--- src/rtl/add_seq_pkg.sv ---
// Shared types and defaults for the chunked wide-addition sequencer.
// Optional subtract mode is enabled by defining ADD_SEQ_SUB_EN.
package add_seq_pkg;

    typedef enum logic [1:0] {
        IDLE = 2'd0,
        RUN  = 2'd1,
        DONE = 2'd2
    } state_t;

    localparam int N_DEF = 16;
    localparam int K_DEF = 4;

    // Chunk index width, ceil(log2 K), never narrower than one bit
    function automatic int idx_w(input int k);
        return (k > 2) ? $clog2(k) : 1;
    endfunction

endpackage

--- src/rtl/add_seq_ctrl_if.sv ---
// Operand/result handshake plus the external N-bit adder hookup.
// The sub port exists only when ADD_SEQ_SUB_EN is defined.
interface add_seq_ctrl_if #(
    parameter int N = 16,
    parameter int K = 4
);
    localparam int W = N * K;

    logic         start;
    logic [W-1:0] a;
    logic [W-1:0] b;
    logic         cin;
`ifdef ADD_SEQ_SUB_EN
    logic         sub;
`endif
    logic         ready;
    logic         busy;
    logic         done;
    logic [W-1:0] s;
    logic         cout;
    logic [N-1:0] add_a;
    logic [N-1:0] add_b;
    logic         add_cin;
    logic [N-1:0] add_s;
    logic         add_cout;

`ifdef ADD_SEQ_SUB_EN
    modport slave  (input  start, a, b, cin, sub, add_s, add_cout,
                    output ready, busy, done, s, cout, add_a, add_b, add_cin);
    modport master (output start, a, b, cin, sub, add_s, add_cout,
                    input  ready, busy, done, s, cout, add_a, add_b, add_cin);
`else
    modport slave  (input  start, a, b, cin, add_s, add_cout,
                    output ready, busy, done, s, cout, add_a, add_b, add_cin);
    modport master (output start, a, b, cin, add_s, add_cout,
                    input  ready, busy, done, s, cout, add_a, add_b, add_cin);
`endif

endinterface

--- src/rtl/add_seq_opreg.sv ---
// Operand and accumulator register bank: parallel load on start,
// chunk select by index, one accumulator chunk written per step.
module add_seq_opreg #(
    parameter int N  = 16,
    parameter int K  = 4,
    parameter int IW = 2
) (
    input  logic           clk,
    input  logic           rst,
    input  logic           i_load,
    input  logic [N*K-1:0] i_a,
    input  logic [N*K-1:0] i_b,
    input  logic           i_step,
    input  logic [IW-1:0]  i_idx,
    input  logic [N-1:0]   i_add_s,
    output logic [N-1:0]   o_a_chunk,
    output logic [N-1:0]   o_b_chunk,
    output logic [N*K-1:0] o_acc
);
    localparam int W = N * K;

    logic [W-1:0] r_a;
    logic [W-1:0] r_b;
    logic [W-1:0] r_acc;

    always_ff @(posedge clk or posedge rst) begin
        if (rst) begin
            r_a   <= '0;
            r_b   <= '0;
            r_acc <= '0;
        end else if (i_load) begin
            r_a   <= i_a;
            r_b   <= i_b;
            r_acc <= '0;
        end else if (i_step) begin
            r_acc[i_idx*N +: N] <= i_add_s;
        end
    end

    assign o_a_chunk = r_a[i_idx*N +: N];
    assign o_b_chunk = r_b[i_idx*N +: N];
    assign o_acc     = r_acc;

endmodule

--- src/rtl/add_seq_ctrl.sv ---
// Drives one external N-bit adder over K cycles, LS chunk first, to form a W-bit sum.
// Define ADD_SEQ_SUB_EN to add the sub port (a - b via inverted b and forced carry-in).
module add_seq_ctrl
    import add_seq_pkg::*;
#(
    parameter int N = N_DEF,
    parameter int K = K_DEF
) (
    input  logic clk,
    input  logic rst,
    add_seq_ctrl_if.slave bus
);
    localparam int W  = N * K;
    localparam int IW = idx_w(K);

    state_t        r_state;
    state_t        w_state_nxt;
    logic [IW-1:0] r_idx;
    logic          r_carry;
    logic [W-1:0]  r_s;
    logic          r_cout;
    logic          w_load;
    logic          w_run;
    logic          w_last;
    logic [W-1:0]  w_b_ld;
    logic          w_cin_ld;
    logic [N-1:0]  w_a_chunk;
    logic [N-1:0]  w_b_chunk;
    logic [W-1:0]  w_acc;

    assign w_run  = (r_state == RUN);
    assign w_last = w_run && (r_idx == IW'(K - 1));

`ifdef ADD_SEQ_SUB_EN
    assign w_b_ld   = bus.sub ? ~bus.b : bus.b;
    assign w_cin_ld = bus.sub | bus.cin;
`else
    assign w_b_ld   = bus.b;
    assign w_cin_ld = bus.cin;
`endif

    always_comb begin
        w_state_nxt = r_state;
        w_load      = 1'b0;
        case (r_state)
            IDLE: if (bus.start) begin
                w_state_nxt = RUN;
                w_load      = 1'b1;
            end
            RUN:  if (w_last) w_state_nxt = DONE;
            DONE: begin
                w_state_nxt = bus.start ? RUN : IDLE;
                w_load      = bus.start;
            end
            default: w_state_nxt = IDLE;
        endcase
    end

    always_ff @(posedge clk or posedge rst) begin
        if (rst) begin
            r_state <= IDLE;
            r_idx   <= '0;
            r_carry <= 1'b0;
            r_s     <= '0;
            r_cout  <= 1'b0;
        end else begin
            r_state <= w_state_nxt;
            if (w_load) begin
                r_idx   <= '0;
                r_carry <= w_cin_ld;
            end else if (w_run) begin
                r_carry <= bus.add_cout;
                if (!w_last) r_idx <= r_idx + 1'b1;
            end
            // Top chunk comes straight from the adder; lower chunks are already in acc
            if (w_last) begin
                r_s    <= {bus.add_s, w_acc[W-N-1:0]};
                r_cout <= bus.add_cout;
            end
        end
    end

    add_seq_opreg #(.N(N), .K(K), .IW(IW)) u_opreg (
        .clk       (clk),
        .rst       (rst),
        .i_load    (w_load),
        .i_a       (bus.a),
        .i_b       (w_b_ld),
        .i_step    (w_run),
        .i_idx     (r_idx),
        .i_add_s   (bus.add_s),
        .o_a_chunk (w_a_chunk),
        .o_b_chunk (w_b_chunk),
        .o_acc     (w_acc)
    );

    assign bus.ready   = !w_run;
    assign bus.busy    = w_run;
    assign bus.done    = (r_state == DONE);
    assign bus.s       = r_s;
    assign bus.cout    = r_cout;
    assign bus.add_a   = w_run ? w_a_chunk : '0;
    assign bus.add_b   = w_run ? w_b_chunk : '0;
    assign bus.add_cin = w_run & r_carry;

endmodule

--- src/flat_wrapper.sv ---
// flat-port wrapper written by rule: the top's interface ports become plain ports
module add_seq_ctrl_flat import add_seq_pkg::*;
#(
    parameter int N = N_DEF,
    parameter int K = K_DEF
)
  (clk, rst, bus_start, bus_a, bus_b, bus_cin, bus_add_s, bus_add_cout, bus_ready, bus_busy, bus_done, bus_s, bus_cout, bus_add_a, bus_add_b, bus_add_cin);
  add_seq_ctrl_if #(.N(N), .K(K)) bus_i ();
  input  logic clk;
  input  logic rst;
  input wire logic [$bits(bus_i.start)-1:0] bus_start;
  input wire logic [$bits(bus_i.a)-1:0] bus_a;
  input wire logic [$bits(bus_i.b)-1:0] bus_b;
  input wire logic [$bits(bus_i.cin)-1:0] bus_cin;
  input wire logic [$bits(bus_i.add_s)-1:0] bus_add_s;
  input wire logic [$bits(bus_i.add_cout)-1:0] bus_add_cout;
  output wire logic [$bits(bus_i.ready)-1:0] bus_ready;
  output wire logic [$bits(bus_i.busy)-1:0] bus_busy;
  output wire logic [$bits(bus_i.done)-1:0] bus_done;
  output wire logic [$bits(bus_i.s)-1:0] bus_s;
  output wire logic [$bits(bus_i.cout)-1:0] bus_cout;
  output wire logic [$bits(bus_i.add_a)-1:0] bus_add_a;
  output wire logic [$bits(bus_i.add_b)-1:0] bus_add_b;
  output wire logic [$bits(bus_i.add_cin)-1:0] bus_add_cin;
  assign bus_i.start = bus_start;
  assign bus_i.a = bus_a;
  assign bus_i.b = bus_b;
  assign bus_i.cin = bus_cin;
  assign bus_i.add_s = bus_add_s;
  assign bus_i.add_cout = bus_add_cout;
  assign bus_ready = bus_i.ready;
  assign bus_busy = bus_i.busy;
  assign bus_done = bus_i.done;
  assign bus_s = bus_i.s;
  assign bus_cout = bus_i.cout;
  assign bus_add_a = bus_i.add_a;
  assign bus_add_b = bus_i.add_b;
  assign bus_add_cin = bus_i.add_cin;
  add_seq_ctrl #(.N(N), .K(K)) u_core (.clk(clk), .rst(rst), .bus(bus_i));
endmodule
--- config.mk ---
export PLATFORM = sky130hd
export DESIGN_NAME = add_seq_ctrl_flat
export DESIGN_NICKNAME = d
export VERILOG_FILES = /design/src/rtl/add_seq_pkg.sv /design/src/rtl/add_seq_ctrl_if.sv /design/src/rtl/add_seq_opreg.sv /design/src/rtl/add_seq_ctrl.sv /design/src/flat_wrapper.sv
export SDC_FILE = /design/constraint.sdc
export NUM_CORES = 1
export LEC_CHECK = 0
export ABC_AREA = 1
export BUFFER_PORTS_ARGS = -buffer_cell sky130_fd_sc_hd__buf_2
export CAP_MARGIN = 0
export CELL_PAD_IN_SITES_DETAIL_PLACEMENT = 0
export CELL_PAD_IN_SITES_GLOBAL_PLACEMENT = 1
export CORE_ASPECT_RATIO = 0.8
export CORE_MARGIN = 2
export CORE_UTILIZATION = 40
export CTS_BUF_LIST = sky130_fd_sc_hd__clkbuf_8 sky130_fd_sc_hd__clkbuf_16
export DETAILED_ROUTE_END_ITERATION = 10
export PLACE_DENSITY_LB_ADDON = 0.1
export REMOVE_ABC_BUFFERS = 1
export SYNTH_ARGS = -nofsm -noshare
export SYNTH_HDL_FRONTEND = slang
export SYNTH_SLANG_ARGS = --single-unit
--- constraint.sdc ---
create_clock -name clk -period 9.3 [get_ports clk]
set_input_delay 0.93 -clock clk [delete_from_list [all_inputs] [get_ports clk]]
set_output_delay 0.93 -clock clk [all_outputs]
set_load 0.1 [all_outputs]
[After elaboration in Yosys (flattened, before gate mapping)]
Cells that the tools add are included.
Cells by class
  equal/unequal tests: 6
  mux-type cells: 16
  shift-type cells: 4
  bitwise gates (word level): 1
  magnitude comparators: 0
  reduce and logical (&&, ||, !) cells: 6
  divide/modulo/power cells: 0
  $add $sub $neg: 2
  $mul: 0
Operators with widths (count)
  $mux 64: 2
  $shiftx 64x7->16: 2
  $bwmux 64: 1
  $shift 16x34->64 const A: 1
  $shiftx 16x34->64: 1
  $neg 6->34: 1
  $mux 16: 2
  $mux 2: 5
  $ne 2x2->1 const B: 3
  $pmux 2 s3: 1
  $eq 2x2->1 const B: 2
  $mux 1: 4
  $reduce_and 2->1: 2
  $add 2x1->2 const B: 1
  $eq 2x1->1 const B: 1
  $logic_not 2->1: 1
  $pmux 1 s2: 1
  $reduce_bool 2->1: 1
  $and 1x1->1: 1
  $logic_and 1x1->1: 1
  $logic_not 1->1: 1
Word-level totals
  register bits: 262
  bits in latches: 0
  ROM bits: 0
  memories: 0
  input port bits: 149
  output and inout port bits: 101
  logic and storage cells: 43
  bits in writable memories: 0

[Logic depth before layout (Yosys ltp)]
Gate-level depths: netlist of run 1.
  depth in word-level cells: 5
  mapped depth: 10
  depth with buffers taken out: 7

[Cells and area by module]
From an unflattened synthesis of run 1, not the netlist that was laid out.
Second synthesis, totals
  cells, all modules: 1440
  area total of the unflattened synthesis: 11740.0 um^2
By module, submodules not included
  add_seq_opreg: instances 1, cells an instance 1064, area each 8737.1 um^2, seq. area each 4804.6 um^2
  add_seq_ctrl: instances 1, cells an instance 376, area each 3002.9 um^2, seq. area each 1751.7 um^2

[Worst setup path before layout of run 1]
No wires, ideal clock.
  kind: reg2out
  start point: register u_core.r_state[1]
  end point: output port bus_add_a[10]
  arrival time: 2.586 ns
  required time: 8.370 ns
  path buffers: 1
  stages on the path, launching flop included: 5
  path slack: 5.784 ns
  cells stage by stage: dfrtp_1 > inv_1 > nand2_1 > buf_2 > a21oi_1
On the way
  cells in the longest elaborated chain, start to end: 2
RTL lines
  start: declaration: line add_seq_ctrl.sv:16  | state_t r_state;
  start signal: assignment: line add_seq_ctrl.sv:67  | r_state <= w_state_nxt;
  $eq 2x1->1: line add_seq_ctrl.sv:31  | assign w_run = (r_state == RUN);
  $mux 16: line add_seq_ctrl.sv:102  | assign bus.add_a = w_run ? w_a_chunk : '0;
  end: declaration: line flat_wrapper.sv:22  | output wire logic [$bits(bus_i.add_a)-1:0] bus_add_a;
No other way between the ends.

[Worst setup path after layout of run 1]
  start point: register u_core.r_idx[0]
  end point: output port bus_add_b[5]
On the way
  cells in the longest elaborated chain, start to end: 2
RTL lines
  start: declaration: line add_seq_ctrl.sv:18  | logic [IW-1:0] r_idx;
  start signal: assignment: line add_seq_ctrl.sv:73  | if (!w_last) r_idx <= r_idx + 1'b1;
  $shiftx 64x7->16: line add_seq_opreg.sv:41  | assign o_b_chunk = r_b[i_idx*N +: N];
  $mux 16: line add_seq_ctrl.sv:103  | assign bus.add_b = w_run ? w_b_chunk : '0;
  end: declaration: line flat_wrapper.sv:23  | output wire logic [$bits(bus_i.add_b)-1:0] bus_add_b;
No other way between the ends.

==> results of run 1 <==
[cell type report]
| type | count | share of cell area |
|---|---|---|
| Antenna cell | 1 | 0.000190 |
| Timing Repair Buffer | 259 | 0.100 |
| Tap cell | 364 | 0.0346 |
| Clock inverter | 12 | 0.00608 |
| Inverter | 156 | 0.0454 |
| Multi-Input combinational cell | 866 | 0.284 |
| Clock buffer | 38 | 0.0627 |
| Sequential cell | 246 | 0.467 |
[sequential cells by signal, summed over array words and instances (netlist names)]
register and cells:
u_core.r_carry 1, u_core.u_opreg.r_a 64, u_core.r_state 2, u_core.u_opreg.o_acc 48
u_core.r_idx 2, u_core.bus.s 64, u_core.u_opreg.r_b 64, u_core.bus.cout 1
[cell usage after synthesis]
master / number
nor2_4: 1
ha_1: 5
buf_1: 3
nand2_1: 497
clkbuf_1: 24
o21ai_0: 133
nand3_1: 114
buf_6: 1
nor2_1: 37
a21oi_1: 32
dfrtp_1: 246
inv_1: 153
nand3_2: 1
nor2_8: 1
buf_4: 13
inv_2: 3
buf_2: 43
o21ai_1: 44
nand2_4: 1
[path summary, 6_finish.rpt]
kind | from | endpoint | slack [ps] | depth (start not counted)
max in group asynchronous | rst | u_core.r_idx[0] | 7120 | 3
min in group asynchronous | rst | u_core.bus.s[10] | 540 | 2
hold reg to reg | u_core.u_opreg.o_acc[38] | u_core.bus.s[38] | 470 | 2
setup / recovery | u_core.r_idx[0] | bus_add_b[5] | 5830 | 6
hold / removal | u_core.u_opreg.o_acc[38] | u_core.bus.s[38] | 470 | 2
setup reg to reg | u_core.r_state[0] | u_core.u_opreg.r_b[19] | 6140 | 5
[per-layer routing]
| metal | global-route usage | vias up |
|---|---|---|
| met3 | 0.0316 | 44 |
| met4 | 0.0500 | 2 |
| met1 | 0.331 | 4204 |
| met5 | 0 | - |
| li1 | - | 4606 |
| met2 | 0.303 | 236 |
[critical path, delay by kind of cell (launching register included)]
family | cells | cell delay, ps
AND/OR/NAND/NOR | 2 | 240
buffers and inverters | 3 | 1250
flip-flops | 1 | 400
AO/OA/AOI/OAI | 1 | 90
[cell families (layout without fill, tap and decap cells)]
family,after synthesis,in the layout,share of synthesized area
adders and majority gates,5,5,0.00574
and+or+nand+nor,652,652,0.241
AOI/OAI and AO/OA,209,209,0.0959
other,0,1,0
DFF,246,246,0.565
buffers and inverters,240,465,0.0927
[stage by stage]
stage          utilization  instances
2_1_floorplan            -       1268
3_3_place_gp         0.454       1891
3_5_place_dp         0.454       1891
4_1_cts              0.488       1941
5_1_grt              0.488       1942
6_report             0.488       1942
==> impl_metrics.tcl, run 1 <==
set metrics [dict create \
    initial_core_util 0.403 \
    io_buffer_count 249 \
    vias_per_cell 4.68 \
    worst-setup-path-type "reg -> out" \
    place_area_mm2 0.0123 \
    area_growth_pct 20.9 \
    min_period_ps 3470 \
    yosysTopAreaCellShare 0.565 \
    yosysWarnings 0 \
    cts-hold-fix-buffers 0 \
    ios 250 \
    crit_fanout 46 \
    tritoncts "built" \
    antenna_found_initial 2 \
    mostFrequentLayoutCells "nand2_1, buf_2, dfrtp_1" \
    die-area_mm2 0.0286 \
    grt_first_pass_wirelength_um 48000 \
    cts_buffers 27 \
    grt_max_degree 138 \
    skew_ps 10.0 \
    cts_max_level 1 \
    wl_um 30100 \
    wl_met3_um 1510 \
    routedWlPerCell_um 15.5 \
    rows 54 \
    dr_wl_met2_um 12800 \
    rsz0062_at_grt "false" \
    via_count 9092 \
    tightest_slew_ps 1050 \
    clock_sinks 246 \
    dp_hpwl_um 18400 \
    multi_input_area_mm2 0.00374 \
    route.detailed.drc 0 \
    cp-start-kind "register" \
    cts_buffer_depth 3 \
    slew_violations 0 \
    cts_resized 0 \
    synth_cell_types 19 \
    status "complete, no violations" \
    fin_nets 1710 \
    die_h_um 152 \
    synth.cell_area_mm2 0.0109 \
    yosysSeqAreaShare 0.565 \
    root_buffer "clkbuf_16" \
    routedLengthMet1_um 15100 \
    drtIter0Drc 572 \
    cp-end-kind "output pin" \
    setup_viol 0 \
    highest_layer "met5" \
    dp_worst_setup_slack_ps 5710 \
    max-slew-margin-rel 0.298 \
    crit_required_ps 8370 \
    final_common_cell "nand2_1" \
    ff_latch_area_mm2 0.00616 \
    avgSynthCellArea_um2 8.06 \
    layout-drive-gt1-share 0.198 \
    stdcell_area_mm2 0.0132 \
    critPathSlowestCell "buf_4" \
    whs_ps 469 \
    setup_slack_ps 5830 \
    clk_pin_slew_ps 60 \
    antenna_left 0 \
    postSynthCellCount 1352 \
    hold_violations 0 \
    core_mm2 0.0270 \
    max_stage_delay_ps 560 \
    fin_crit_sh 0.373 \
    gp_congestion 0.764 \
    setup-tns-final_ps 0 \
    die_w_um 189 \
    fmaxAchievable_ghz 0.288 \
    yosysTopAreaCell "dfrtp_1" \
    ys_ff_latch 246 \
    first_pass_iters 5 \
    maxCapViolCount 0 \
    min_path_type "reg -> reg" \
    grt_pass1_vias 8536 \
    post-cts-setup-buffers 0 \
    grt.total_usage 0.211 \
    insertion_delay_ps 530 \
    synth.area.top_cells "dfrtp_1, nand2_1, o21ai_0" \
    num-fill-cells 2838 \
    arrival_ps 2540 \
    globalRouteOverflowTotal 0 \
    crit_path_cell_trace "inv_2, buf_4, nand2_1, nand3_1, a21oi_1, buf_2" \
]
Power of run 1 is left out: the tool's default activity adds up to more than one toggle a clock period on the data nets, which glitch-free logic cannot reach.
==> run 2: changes to the inputs <==
ABC_AREA = 0   (was 1)
CORE_UTILIZATION = 42   (was 40)
clock period = 3.6 ns   (was 9.3 ns; I/O delays follow)
==> impl_metrics.tcl, run 2 <==
set metrics [dict create \
    cts_resized 0 \
    fin_nets 1302 \
    core_mm2 0.0236 \
    cp-start-kind "register" \
    cts-hold-fix-buffers 10 \
    tightest_slew_ps 1050 \
    drtIter0Drc 436 \
    crit_fanout 25 \
    grt.total_usage 0.205 \
    globalRouteOverflowTotal 0 \
    setup-tns-final_ps 0 \
    min_path_type "in -> async" \
    antenna_left 0 \
    synth.area.top_cells "dfrtp_1, nand2_1, mux2_2" \
    r2r_end "u_core.bus.s[31]" \
    min_period_ps 3140 \
    crit_required_ps 3240 \
    skew_ps 18.0 \
    maxCapViolCount 0 \
    fmaxAchievable_ghz 0.318 \
    grt_pass1_vias 7462 \
    wl_um 25500 \
    fin_crit_sh 0.873 \
    antenna_found_initial 4 \
    max-slew-margin-rel 0.302 \
    layout-drive-gt1-share 0.353 \
    setup_viol 0 \
    initial_core_util 0.431 \
    post-cts-setup-buffers 0 \
    postSynthCellCount 897 \
    grt_max_degree 117 \
    async_reset_ff_frac 1.00 \
    yosysWarnings 0 \
    final_common_cell "nand2_1" \
    ff_latch_area_mm2 0.00616 \
    synth_cell_types 27 \
    cp-end-kind "output pin" \
    synth.cell_area_mm2 0.0102 \
    rrSetupSlack_ps 1150 \
    synth.most_common_cell "nand2_1" \
    die-area_mm2 0.0255 \
    rsz0062_at_grt "false" \
    mostFrequentLayoutCells "nand2_1, buf_2, dfrtp_1" \
    rows 50 \
    worst-setup-path-type "reg -> out" \
    die_h_um 143 \
    vias_per_cell 4.91 \
    route.detailed.drc 0 \
    clk_pin_slew_ps 60 \
    ys_ff_latch 246 \
    cts_buffers 26 \
    ios 250 \
    root_buffer "clkbuf_16" \
    avgSynthCellArea_um2 11.3 \
    hold_violations 0 \
    synth_edf_count 0 \
    area_growth_pct 24.5 \
    gp_congestion 0.789 \
    routedWlPerCell_um 17.2 \
    yosysTopAreaCellShare 0.606 \
    status "complete, no violations" \
    first_pass_iters 4 \
    io_buffer_count 249 \
    multi_input_area_mm2 0.00377 \
    yosysSeqAreaShare 0.606 \
    arrival_ps 2780 \
    clock_sinks 246 \
    slew_violations 0 \
    synth_commonest_cells "nand2_1, dfrtp_1, mux2_2" \
    via_count 7254 \
    yosysTopAreaCell "dfrtp_1" \
    die_w_um 178 \
    cts_buffer_depth 3 \
    grt_first_pass_wirelength_um 40900 \
    dp_hpwl_um 16900 \
    r2r_cells 4 \
    tritoncts "built" \
    yosys_most_used_dff "dfrtp_1" \
    r2r_start "u_core.r_idx[0]" \
    insertion_delay_ps 520 \
    num-fill-cells 2160 \
    cts_max_level 1 \
]
[run 2: logic make-up after synthesis]
logic type               count (synthesis)  share of synthesized area
adder cells (fa/ha/maj)                  5                    0.00616
buffers and inverters                   60                     0.0252
AND/OR/NAND/NOR                        433                      0.173
AO/OA/AOI/OAI                           56                     0.0464
multiplexers                            97                      0.143
flip-flops                             246                      0.606
[run 2: how the worst max path moves through the flow]
| stage | startpoint | end | slack, ps |
|---|---|---|---|
| floorplan | rst | u_core.bus.cout | -3520 |
| finish | u_core.r_idx[0] | bus_add_a[4] | 460 |
| global placement | u_core.r_idx[0] | bus_add_a[4] | 960 |
| CTS | u_core.r_idx[0] | bus_add_a[4] | 370 |
| global route | u_core.r_idx[0] | bus_add_a[4] | 270 |
| detailed placement | u_core.r_idx[0] | bus_add_a[4] | 940 |
[run 2: area by class of cell]
cell class	count	area share
Antenna cell	1	0.000198
Clock buffer	32	0.0588
Clock inverter	11	0.00386
Inverter	5	0.00208
Multi-Input combinational cell	591	0.298
Sequential cell	246	0.487
Tap cell	312	0.0309
Timing Repair Buffer	278	0.120
[run 2: metal layers]
layer  share of wire  GRT usage
met1            0.47      0.301
met2            0.43      0.305
met3           0.072     0.0485
met4           0.024     0.0548
met5          0.0011          0
[run 2: worst max-delay path, cell delays in order (launching register included)]
cell and delay, ps:
dfrtp_2 890, buf_4 370, mux4_2 530, and2_1 170, buf_2 290
[run 2: per-stage QoR]
step	utilization	hold slack, ps	cell area (µm²)	std cells	setup slack [ps]
floorplan	-	440	9920	842	-3520
global placement	0.498	453	11800	1422	960
detailed placement	0.498	459	11800	1422	941
CTS	0.536	0.137	12600	1475	370
global route	0.536	5.77	12700	1476	269
finish	0.536	17.5	12700	1476	458
Power of run 2 is left out for the same reason.
